**src/rtl/cnt_job_dispatcher.sv**
```systemverilog
// Job FIFO plus issue/watchdog sequencer feeding the count-FSM.
// Issues start/target, generates the running count, reports tagged completions.
module cnt_job_dispatcher #(
    parameter int CNT_WIDTH  = 7,
    parameter int TAG_WIDTH  = 4,
    parameter int FIFO_DEPTH = 4,
    parameter int WD_SLACK   = 4,
    localparam int AW = $clog2(FIFO_DEPTH),
    localparam int LW = AW + 1
) (
    input  logic                 clk,
    input  logic                 rst_n,
    input  logic                 job_valid_i,
    output logic                 job_ready_o,
    input  logic [CNT_WIDTH-1:0] job_val_i,
    input  logic [TAG_WIDTH-1:0] job_tag_i,
    output logic                 start_o,
    output logic [CNT_WIDTH-1:0] cnt_val_o,
    output logic [CNT_WIDTH-1:0] cnt_o,
    input  logic                 run_i,
    input  logic                 done_i,
    output logic                 cmp_valid_o,
    output logic [TAG_WIDTH-1:0] cmp_tag_o,
    output logic                 cmp_err_o,
    output logic                 busy_o,
    output logic [LW-1:0]        level_o
);

    localparam int WDW = CNT_WIDTH + 4;

    typedef enum logic [1:0] {IDLE, ISSUE, WAIT, REPORT} state_e;

    state_e state_q, state_d;

    logic [CNT_WIDTH-1:0] val_mem [FIFO_DEPTH];
    logic [TAG_WIDTH-1:0] tag_mem [FIFO_DEPTH];
    logic [AW-1:0]        wr_ptr_q, rd_ptr_q;
    logic [LW-1:0]        level_q;
    logic                 full, empty, push, pop;

    logic [CNT_WIDTH-1:0] cnt_val_q, cnt_val_d;
    logic [CNT_WIDTH-1:0] cnt_q, cnt_d;
    logic [TAG_WIDTH-1:0] tag_q, tag_d;
    logic [WDW-1:0]       wd_q, wd_d;
    logic [WDW-1:0]       wd_lim;
    logic                 err_q, err_d;

    assign full  = (level_q == LW'(FIFO_DEPTH));
    assign empty = (level_q == '0);
    assign push  = job_valid_i && !full;
    assign pop   = (state_q == IDLE) && !empty;

    // Power-of-two depth: pointers wrap on their own.
    always_ff @(posedge clk) begin
        if (!rst_n) begin
            wr_ptr_q <= '0;
            rd_ptr_q <= '0;
            level_q  <= '0;
        end else begin
            if (push) wr_ptr_q <= wr_ptr_q + 1'b1;
            if (pop)  rd_ptr_q <= rd_ptr_q + 1'b1;
            if (push && !pop)
                level_q <= level_q + 1'b1;
            else if (pop && !push)
                level_q <= level_q - 1'b1;
        end
    end

    always_ff @(posedge clk) begin
        if (push) begin
            val_mem[wr_ptr_q] <= job_val_i;
            tag_mem[wr_ptr_q] <= job_tag_i;
        end
    end

    // Widened so the largest target cannot overflow the limit.
    assign wd_lim = WDW'(cnt_val_q) + WDW'(WD_SLACK) + WDW'(1);

    always_ff @(posedge clk) begin
        if (!rst_n) begin
            state_q   <= IDLE;
            cnt_val_q <= '0;
            cnt_q     <= '0;
            tag_q     <= '0;
            wd_q      <= '0;
            err_q     <= 1'b0;
        end else begin
            state_q   <= state_d;
            cnt_val_q <= cnt_val_d;
            cnt_q     <= cnt_d;
            tag_q     <= tag_d;
            wd_q      <= wd_d;
            err_q     <= err_d;
        end
    end

    always_comb begin
        state_d   = state_q;
        cnt_val_d = cnt_val_q;
        cnt_d     = cnt_q;
        tag_d     = tag_q;
        wd_d      = wd_q;
        err_d     = err_q;
        unique case (state_q)
            IDLE: begin
                if (!empty) begin
                    state_d   = ISSUE;
                    cnt_val_d = val_mem[rd_ptr_q];
                    tag_d     = tag_mem[rd_ptr_q];
                    cnt_d     = '0;
                end
            end
            ISSUE: begin
                state_d = WAIT;
                wd_d    = '0;
            end
            WAIT: begin
                if (run_i && (cnt_q != cnt_val_q))
                    cnt_d = cnt_q + 1'b1;
                if (done_i) begin
                    state_d = REPORT;
                    err_d   = 1'b0;
                end else if (wd_q == wd_lim) begin
                    state_d = REPORT;
                    err_d   = 1'b1;
                end else begin
                    wd_d = wd_q + 1'b1;
                end
            end
            REPORT: begin
                state_d = IDLE;
            end
            default: begin
                state_d = IDLE;
            end
        endcase
    end

    assign job_ready_o = !full;
    assign start_o     = (state_q == ISSUE);
    assign cnt_val_o   = cnt_val_q;
    assign cnt_o       = cnt_q;
    assign cmp_valid_o = (state_q == REPORT);
    assign cmp_tag_o   = cmp_valid_o ? tag_q : '0;
    assign cmp_err_o   = cmp_valid_o && err_q;
    assign busy_o      = (state_q != IDLE);
    assign level_o     = level_q;

endmodule
```
**config.mk**
```make
export PLATFORM = sky130hd
export DESIGN_NAME = cnt_job_dispatcher
export DESIGN_NICKNAME = d
export VERILOG_FILES = /design/src/rtl/cnt_job_dispatcher.sv
export SDC_FILE = /design/constraint.sdc
export NUM_CORES = 1
export LEC_CHECK = 0
export CORE_ASPECT_RATIO = 1.25
export CORE_MARGIN = 8
export CORE_UTILIZATION = 45
export DETAILED_ROUTE_END_ITERATION = 10
export PLACE_DENSITY = 0.62
export SKIP_LAST_GASP = 1
export SLEW_MARGIN = 10
export SYNTH_ARGS = -nofsm -noshare
export SYNTH_HDL_FRONTEND = slang
export SYNTH_SLANG_ARGS = --single-unit
```
**constraint.sdc**
```tcl
create_clock -name clk -period 3.8 [get_ports clk]
set_input_delay 0.76 -clock clk [delete_from_list [all_inputs] [get_ports clk]]
set_output_delay 0.76 -clock clk [all_outputs]
set_load 0.01 [all_outputs]
```
**After elaboration in Yosys (flattened, before gate mapping)**

Memory sizes are Yosys's and may differ from the RTL's. A register that Yosys moved wholly into a read port is not among the register bits.
Cells that the tools add are included.

- $add $sub $neg: 8
- Shifts and indexed selects: 0
- $lt $le $gt $ge: 0
- Reduce and logical (&&, ||, !) cells: 24
- Muxes and demuxes: 17
- Divide/modulo/power cells: 0
- Multipliers: 0
- Equal/unequal tests: 11
- Bitwise gates (word level): 1

Operator list:

| operator | count |
|---|---|
| $mux 11 | 2 |
| $pmux 11 s2 | 1 |
| $mux 7 | 2 |
| $pmux 7 s2 | 1 |
| $add 11x1->11 const B | 1 |
| $eq 11x9->1 | 1 |
| $reduce_bool 2->1 | 5 |
| $add 8x1->9 const B | 1 |
| $add 7x3->8 const B | 1 |
| $ne 2x2->1 const B | 4 |
| $pmux 2 s4 | 1 |
| $add 7x1->7 const B | 1 |
| $ne 7x7->1 | 1 |
| $logic_and 1x1->1 | 6 |
| $logic_not 1->1 | 6 |
| $mux 2 | 3 |
| $mux 3 | 2 |
| $reduce_and 2->1 | 3 |
| $reduce_and 3->1 | 2 |
| $add 2x1->2 const B | 2 |
| $eq 2x2->1 const B | 2 |
| $mux 1 | 4 |
| $mux 4 | 1 |
| $add 3x1->3 const B | 1 |
| 7 further kinds | 7 |

- Memories: 2
- Output and inout bits: 26
- Memory bits (read-only): 0
- Latch bits: 0
- Input bits: 16
- Memory bits (writable): 44
- Bits in registers: 28

Memory list:

| name | depth | bits a word | read ports | clocked after memory_dff | wr ports | line | text |
|---|---|---|---|---|---|---|---|
| val_mem | 4 | 7 | 1 | 1 | 1 | 35 | `logic [CNT_WIDTH-1:0] val_mem [FIFO_DEPTH];` |
| tag_mem | 4 | 4 | 1 | 1 | 1 | 36 | `logic [TAG_WIDTH-1:0] tag_mem [FIFO_DEPTH];` |

**Depth between registers and ports, before layout**

- Word-level depth: 7
- Gate-level depth with buffers: 12

**Worst setup path before layout**

No wires, ideal clock.

- Kind: reg2reg
- From: register state_q[0]
- To: register level_q[2], in the netlist level_o[2]
- Path slack: 1204 ps
- Setup time: 76 ps
- Required time: 3724 ps
- Path buffers: 1
- Data arrival time: 2520 ps
- Stages on the path, launching flop included: 13
- Period minus slack after synthesis: 2596 ps
- Path through: dfxtp_1 > inv_1 > ha_1 > inv_1 > nor2_1 > inv_1 > buf_1 > ha_1 > inv_1 > fa_1 > xor2_1 > or3_1 > a21boi_0

- Word-level cells in the longest chain between the ends: 5
- Elaborated cells between the ends (all ways): 7
- Those cells by class: mux: 1; reduce/logical: 6

Ends and longest elaborated chain:

| what | line | text |
|---|---|---|
| start: declaration | 33 | `state_e state_q, state_d;` |
| start signal: assignment | 88 | `state_q <= state_d;` |
| $logic_not 2->1 (*) | 51 | `assign pop = (state_q == IDLE) && !empty;` |
| $logic_and 1x1->1 (*) | 51 |  |
| $logic_not 1->1 | 62 | `if (push && !pop)` |
| $logic_and 1x1->1 | 62 |  |
| $mux 3 or $reduce_bool 2->1 (tied branches) | -- |  |
| end signal: assignment | 63 | `level_q <= level_q + 1'b1;` |
| end signal: assignment | 65 | `level_q <= level_q - 1'b1;` |
| end: declaration | 38 | `logic [LW-1:0] level_q;` |

Mark *: on every way between the ends. The rest lies on a longest branch, timed or not.
A chain may end at the register's enable or synchronous reset.

**Final worst setup path**

- From: register cnt_val_q[0], in the netlist cnt_val_o[0] (read register of val_mem)
- To: register wd_q[7]

- Word-level cells in the longest chain between the ends: 5

Ends and longest elaborated chain:

| what | line | text |
|---|---|---|
| start: declaration | 41 | `logic [CNT_WIDTH-1:0] cnt_val_q, cnt_val_d;` |
| $add 7x3->8 | 77 | `assign wd_lim = WDW'(cnt_val_q) + WDW'(WD_SLACK) + WDW'(1);` |
| $add 8x1->9 | 77 |  |
| $eq 11x9->1 | 123 | `end else if (wd_q == wd_lim) begin` |
| $ne 2x2->1 (no source line) | -- |  |
| $reduce_and 3->1 (no source line) | -- |  |
| end signal: assignment | 92 | `wd_q <= wd_d;` |
| end: declaration | 44 | `logic [WDW-1:0] wd_q, wd_d;` |

Every way passes these cells.

==> flow_summary.ini <==
[power]
combPwrFrac_pct = 35.4
clockPowerShare_pct = 20.3
power_leakage_nw = 1.566
power_switching_mw = 1.027
p_int_mw = 1.803
p_seq_share_pct = 44.3
switching_share_pct = 36.29
max-vdd-ir-drop_v = 0.0002736
power.density_nw_per_um2 = 612.6

[logic_synthesis]
synthDistinctLibCells = 49
synth-compound-area-share_pct = 9.741
netlist_instances = 339
synth_area_um2 = 3956
synthAdderAreaFrac_pct = 4.301
ys.flop_type = edfxtp_1
synthArstFlopShare_pct = 0
synth-xor-area-share_pct = 5.977
yosys_warnings = 0
synth_top_family_by_area = simple AND/OR/NAND/NOR gates
synth_seq_cells = 83
netlist_top_cells_count = edfxtp_1, nand2_1, dfxtp_1
syn_area_per_cell_um2 = 11.67
synth-simple-area-share_pct = 15.62
synth.area.top_cells = edfxtp_1, dfxtp_1, mux4_2, xnor2_1, nand2_1
muxShareOfSynthArea_pct = 7.906
synth_top_area_share_pct = 33.40
seq_area_frac_synth_pct = 53.13
yosys.area.top_type = edfxtp_1
synth_edf_count = 44
syn-num-nets = 368

[sta]
hold_ws_ns = 0.4639
period_share_pct = 70.80
tightest_slew_ns = 0.9733
worst_slack_ns = 1.110
finalMaxSlewViolations = 0
fmax_mhz = 371.7
rsz0062_at_grt = false
hold_viol = 0
min_period_ns = 2.690
skew_ns = 0.01198
tns_ns = 0
slew-limit-headroom_pct = 35.11
setup_viol = 0

[cts]
post_cts_buffers = 0
cts_sinks = 83
hold_buffers = 0
cts-root-buf = clkbuf_8
clkLatencyLatePin_ns = 0.35
cts_resized = 0
path_clk_slew_ns = 0.09
clock_path_buffers = 2
numCtsBuffers = 9
cts_tree = yes
cts.htree.levels = 3

[floorplanning]
die_w_um = 99.87
coreArea_um2 = 8606
start_util_pct = 45.97
ios = 42
die-height_um = 120.8
rows = 38
dieArea_um2 = 12070

[placed_design]
pre_cts_slack_ns = 0.9780
place_hpwl_um = 5588
numPortBuffers = 41
place.gp.congestion = 0.7991
dpl_cell_area_um2 = 4446

[final_layout]
layout.nets = 405
diodes = 0
post-route-util_pct = 53.69
fillers = 797
syn_to_final_growth_pct = 16.79
drive_gt1_share_pct = 8.924
design_area_um2 = 4621

[detailed_routing]
drtIter0Drc = 89
vias = 2624
wl_per_cell_um = 15.72
drc = 0
finalWirelength_um = 7875
firstDrtPassIters = 4
ant_nets = 0
via_per_inst = 5.238

[grt]
grt_pass1_vias = 2671
overflow = 0
track_usage_pct = 14.00
grtUsageMet3_pct = 2.933
gr-usage-met2_pct = 22.11
grt_antenna_before_repair = 0
gr-usage-met1_pct = 17.67
grt_busiest_layer = met2
grt_max_degree = 37
grt_pass1_wl_um = 13230

[worst_hold_path]
hold_class = reg -> reg

[setup_path]
critPathKind = reg -> reg
endpoint_kind = register
crit_fanout = 17
startpoint_type = register
crit_required_ns = 4.02
crit_arrival_ns = 2.91

[job]
maxCapViolations = 0

[run_status]
status = complete, no violations
[power by group through the flow]
stage,Sequential [mW],Combinational [mW],Clock (mW)
2_1_floorplan,1.20,0.755,0
3_3_place_gp,1.27,1.00,0
4_1_cts,1.26,1.02,0.594
5_1_grt,1.29,1.11,0.638
3_5_place_dp,1.28,1.02,0
6_report,1.25,1.00,0.574
[kinds of logic after synthesis]
kind of cell               Yosys count
adders and majority gates           13
AOI/OAI and AO/OA                   49
muxes                               17
DFF                                 83
xor gates and xnor gates            27
buffers and inverters               28
and+or+nand+nor                    122
[stage by stage]
stage | std cells | total power, mW
floorplan | 339 | 1.952
global placement | 485 | 2.275
detailed placement | 485 | 2.298
CTS | 501 | 2.875
global route | 501 | 3.033
finish | 501 | 2.831
[registers in the layout, summed over array words and instances (netlist names)]
name / flops
wd_q: 11
val_mem: 28
rd_ptr_q: 2
state_q: 2
cnt_val_o: 7
cnt_o: 7
tag_q: 4
level_o: 3
wr_ptr_q: 2
tag_mem: 16
err_q: 1
[layout make-up]
cell class / count / area [um^2] / area share (%)
flip-flops and latches: 83 / 2102 / 45.49
multi-input cells: 228 / 1723 / 37.29
repair buffers: 44 / 432.9 / 9.369
well taps: 120 / 150.1 / 3.249
clock buffers: 10 / 127.6 / 2.762
clock inverters: 6 / 47.55 / 1.029
inverters: 10 / 37.54 / 0.8123
[layout by cell type (no fill, tap or decap), types with 2 or more instances in the layout]
| master | count |
|---|---|
| a21oi_1 | 4 |
| xnor2_1 | 20 |
| and3_1 | 6 |
| buf_4 | 3 |
| o211ai_1 | 4 |
| dfxtp_1 | 39 |
| and4_1 | 2 |
| nand4b_1 | 3 |
| nand2_1 | 44 |
| and2_1 | 12 |
| inv_1 | 10 |
| clkinvlp_4 | 2 |
| nand2b_1 | 4 |
| nand4_1 | 9 |
| or3_1 | 4 |
| o311ai_0 | 2 |
| mux4_2 | 11 |
| a21boi_0 | 13 |
| o21ai_0 | 5 |
| nor4_1 | 2 |
| o31ai_1 | 6 |
| clkdlybuf4s50_1 | 41 |
| mux2i_1 | 5 |
| xor2_1 | 7 |
| inv_6 | 2 |
| nand3_1 | 10 |
| a211oi_1 | 5 |
| nor2b_1 | 5 |
| ha_1 | 12 |
| clkbuf_8 | 9 |
| nor3_1 | 2 |
| nor2_1 | 16 |
| edfxtp_1 | 44 |
[critical path: stages, from the launching register on]
cell	delay (ns)
dfxtp_1	0.48
ha_1	0.30
xor2_1	0.15
nor4_1	0.30
nand3_1	0.18
a2111oi_4	0.78
or3_1	0.29
o31ai_1	0.08
[metal layers]
layer,routed length [um],up-vias,share of wire (%)
li1,-,1314,-
met1,3690,1252,47
met2,3736,45,47
met3,289,13,3.7
met4,159,0,2.0
met5,0,-,0
[final timing paths]
path	endpoint	startpoint	depth (start not counted)	slack [ns]
worst min register to register	tag_q[3]	tag_q[3]	2	0.46
worst max register to register	wd_q[7]	cnt_val_o[0]	7	1.11
worst min-delay path	tag_q[3]	tag_q[3]	2	0.46
worst max-delay path	wd_q[7]	cnt_val_o[0]	7	1.11
Power figures use the tool's default switching activity.
